===== src/rtl/mux_arb_nbit.sv =====
// N-channel, W-bit registered selector with valid/ready handshake.
// Arbitration is fixed priority, round-robin or static select, chosen by MODE.
module mux_arb_nbit #(
    parameter int WIDTH    = 4,
    parameter int CHANNELS = 4,
    parameter int MODE     = 1,
    localparam int SW      = $clog2(CHANNELS)
) (
    input  logic                      clk,
    input  logic                      rst,
    input  logic [CHANNELS*WIDTH-1:0] in_data,
    input  logic [CHANNELS-1:0]       in_valid,
    output logic [CHANNELS-1:0]       in_ready,
    input  logic [SW-1:0]             sel,
    output logic [WIDTH-1:0]          out_data,
    output logic [SW-1:0]             out_sel,
    output logic                      out_valid,
    input  logic                      out_ready
);

    logic [CHANNELS-1:0] grant;
    logic [SW-1:0]       gidx;
    logic [SW-1:0]       cand;
    logic [SW-1:0]       ptr;
    logic [SW-1:0]       ptr_next;
    logic [WIDTH-1:0]    grant_data;
    logic                found;
    logic                can_load;
    logic                in_xfer;

    // One search loop serves all modes: the start offset is ptr only in
    // round-robin, and static select just masks every candidate but sel.
    always_comb begin
        grant = '0;
        gidx  = '0;
        cand  = '0;
        found = 1'b0;
        for (int unsigned k = 0; k < CHANNELS; k++) begin
            if (MODE == 1)
                cand = SW'((32'(ptr) + k) % CHANNELS);
            else
                cand = SW'(k);
            if (!found && in_valid[cand] && (MODE != 2 || sel == cand)) begin
                grant[cand] = 1'b1;
                gidx        = cand;
                found       = 1'b1;
            end
        end
    end

    always_comb begin
        grant_data = '0;
        for (int unsigned i = 0; i < CHANNELS; i++) begin
            if (grant[i])
                grant_data = in_data[i*WIDTH +: WIDTH];
        end
    end

    assign ptr_next = (gidx == SW'(CHANNELS - 1)) ? '0 : gidx + 1'b1;
    assign can_load = !out_valid || out_ready;
    assign in_ready = rst ? '0 : (grant & {CHANNELS{can_load}});
    assign in_xfer  = |in_ready;

    always_ff @(posedge clk or posedge rst) begin
        if (rst) begin
            out_data  <= '0;
            out_sel   <= '0;
            out_valid <= 1'b0;
            ptr       <= '0;
        end else if (in_xfer) begin
            out_data  <= grant_data;
            out_sel   <= gidx;
            out_valid <= 1'b1;
            if (MODE == 1)
                ptr <= ptr_next;
        end else if (out_valid && out_ready) begin
            out_valid <= 1'b0;
        end
    end

endmodule


===== config.mk =====
export PLATFORM = sky130hd
export DESIGN_NAME = mux_arb_nbit
export DESIGN_NICKNAME = d
export VERILOG_FILES = /design/src/rtl/mux_arb_nbit.sv
export SDC_FILE = /design/constraint.sdc
export NUM_CORES = 1
export LEC_CHECK = 0
export CAP_MARGIN = 20
export CORE_MARGIN = 2
export CORE_UTILIZATION = 49
export DETAILED_ROUTE_END_ITERATION = 6
export GPL_TIMING_DRIVEN = 0
export PLACE_DENSITY = 0.83
export SETUP_SLACK_MARGIN = 0.05
export SLEW_MARGIN = 20
export SYNTH_ARGS = -nofsm -noshare
export SYNTH_HDL_FRONTEND = slang
export SYNTH_SLANG_ARGS = --single-unit
export TNS_END_PERCENT = 100

===== constraint.sdc =====
create_clock -name clk -period 8.1 [get_ports clk]
set_input_delay 2.43 -clock clk [delete_from_list [all_inputs] [get_ports clk]]
set_output_delay 2.43 -clock clk [all_outputs]
set_load 0.005 [all_outputs]

==> impl_metrics.csv <==
group,metric,value,unit
timing,fmax,0.136,GHz
timing,setup_slack,0.758,ns
power,total_power,588,µW
clock_network,post_cts_buffers,0,
route,drc,0,
clock_network,cts_tree,"done",
worst_setup_path,worstPathCellList,"clkdlybuf4s50_1 -> mux4_2 -> a22o_1 -> a221oi_4 -> nor2_1 -> clkdlybuf4s50_1",
min_path,min_path_type,"flip-flop to flip-flop",
timing,slew_violations,0,
global_routing,grt-ovfl-total,0,
layout,fin_nets,186,
global_routing,grt_start_max_net_pins,11,
worst_setup_path,cp-end-kind,"output port",
worst_setup_path,crit_top_cell,"clkdlybuf4s50_1",
yosys,yosys-top-cells-area,"dfrtp_1 (21%), ha_1 (7.0%), mux4_2 (6.3%)",
worst_setup_path,crit_family,"buffers and inverters",
placement,hpwlAfterDp,2120,µm
power,seq_power_share,0.146,
floorplan,die_area,2590,µm²
yosys,yosys.cell_types.count,42,
floorplan,core-area,2020,µm²
power,internal-power,313,µW
clock_network,cts-htree-levels,1,
clock_network,clkTransAtPathRegs,0.06,ns
clock_network,clk_latency,0.27,ns
worst_setup_path,arrival,4.91,ns
yosys,ys_warn_count,0,
power,p_sw_frac,0.468,
global_routing,antenna_found_initial,0,
clock_network,cts-buffers-inserted,3,
worst_setup_path,worstSetupPathType,"input pin to output port",
timing,clock_skew,0.000874,ns
yosys,yosys_most_used_dff,"dfrtp_1",
route,via_per_inst,5.95,
power,combPwrFrac,0.794,
power,powerDensity,400,nW/µm²
worst_setup_path,max_stage_delay,0.60,ns
clock_network,clock_sinks,9,
yosys,yosysTopAreaCell,"dfrtp_1",
floorplan,ios,36,
timing,hold_viol,0,
clock_network,cts_resized,0,
timing,finalCritPeriodShare,0.906,
timing,relSlewSlack,0.668,
worst_setup_path,critPathMaxFanout,10,
yosys,ys_ff_latch,9,
yosys,netlist.area_leader.share,0.209,
clock_network,ctsHoldBuffers,0,
floorplan,die_height,50.9,µm
placement,portBuffers,33,
timing,hold-worst-slack,0.499,ns
worst_setup_path,required,5.67,ns
route,first_pass_iters,5,
route,vias,1077,
worst_setup_path,crit_path_start_kind,"input pin",
placement,dp_slack,0.779,ns
route,final_antenna_net_count,0,
floorplan,die_w,50.9,µm
timing,fin_crit,7.34,ns
layout,final_common_cell,"clkdlybuf4s50_1",
worst_setup_path,cp.buffers_inverters,2,
yosys,syn_nets,148,
status,status,"complete, no violations",
timing,setup_viol,0,
timing,rsz0062_at_grt,"no",
global_routing,grt_pass1_wl,4420,µm
route,wire_per_inst,15.1,µm
global_routing,grt_pass1_vias,972,
layout,area_growth,36.2,%
yosys,syn_area_per_cell,9.22,µm²
route,drt_iter0_markers,34,
placement,gp_congestion,0.869,
worst_setup_path,slowest_stage,"mux4_2",
power,vdd_drop_max,0.000270,V
flow_run,drv_cap,0,
yosys,seq_area_frac_synth,0.209,
worst_setup_path,rrSetupSlack,4.67,ns
layout,layout_common_cells,"clkdlybuf4s50_1 (33), nand2_1 (9), o21ai_0 (9), dfrtp_1 (9), nor2_1 (8)",
timing,tns,0,ns
yosys,synth_edf_count,0,
yosys,synth_cells,117,
clock_network,clock_path_buffers,2,
floorplan,row_count,16,
global_routing,grt_usage,0.227,
floorplan,floorplan.initialDensity,0.533,
power,clkPwrFrac,0.060,
timing,worst_pin_slew,0.499,ns
layout,final_layout_size_suffix_gt1_frac,0.143,
clock_network,root_buffer,"clkbuf_4",
yosys,synth_area,1080,µm²
layout,antennaDiodeCount,0,
route,routed_wirelength,2730,µm
power,total_leakage_power,0.000592,µW
yosys,async_flop_share,1.00,
power,p_sw,275,µW
## power groups by stage
stage | combinational, µW | clock [µW] | sequential [µW]
floorplan | 335 | 0 | 86.1
global placement | 452 | 0 | 85.4
detailed placement | 464 | 0 | 86.2
CTS | 468 | 38.2 | 85.3
global route | 513 | 38.0 | 88.3
finish | 467 | 35.2 | 85.7
## path summary, 6_finish.rpt
path / depth (start not counted) / to / from
max: 6 / in_ready[3] / in_valid[0]
min: 1 / out_sel[1] / out_sel[1]
max reg2reg: 12 / out_data[0] / ptr[1]
min reg2reg: 1 / out_sel[1] / out_sel[1]
max in group asynchronous: 2 / out_sel[1] / rst
min in group asynchronous: 2 / out_data[3] / rst
## cell type report
cell class	instances	area, µm²
Buffer	7	48.8
Sequential cell	9	225
Tap cell	27	33.8
Multi-Input combinational cell	93	774
Clock buffer	4	26.3
Fill cell	155	553
Timing Repair Buffer	33	330
Inverter	8	30.0
## logic make-up after synthesis
family / after synthesis / synth area share
flip-flops: 9 / 0.209
adder cells (fa/ha/maj): 6 / 0.0696
AO/OA/AOI/OAI: 39 / 0.324
multiplexers: 8 / 0.113
AND/OR/NAND/NOR: 40 / 0.212
buffers and inverters: 15 / 0.0731
## sequential cells by signal (all words and copies together) (netlist names)
name	cells
out_valid	1
out_data	4
out_sel	2
ptr	2
## layer usage
metal  wire (µm)  track usage
met5           0            0
met1        1190        0.309
met2        1330        0.348
met4          51        0.108
met3         168       0.0351
## Yosys cell counts, types with 2 or more instances
| library cell | n |
|---|---|
| a221oi_4 | 2 |
| and2_1 | 3 |
| a31oi_1 | 4 |
| mux2_1 | 2 |
| inv_1 | 7 |
| nor2_1 | 8 |
| buf_2 | 3 |
| mux4_2 | 3 |
| a21oi_1 | 4 |
| nand2_1 | 9 |
| buf_6 | 2 |
| a22o_1 | 3 |
| ha_1 | 6 |
| or3b_1 | 2 |
| a221o_1 | 2 |
| nand3_1 | 5 |
| mux2i_1 | 2 |
| o22a_1 | 4 |
| dfrtp_1 | 9 |
| o21ai_0 | 9 |
| o21ai_1 | 2 |
| nand2b_1 | 6 |
## through the flow
step / std cells / utilization / area [µm²]
CTS: 181 / 0.726 / 1470
global route: 181 / 0.726 / 1470
global placement: 177 / 0.713 / 1440
detailed placement: 177 / 0.713 / 1440
floorplan: 117 / - / 1080
finish: 181 / 0.726 / 1470
No activity file was read; power rests on OpenSTA's default activity.
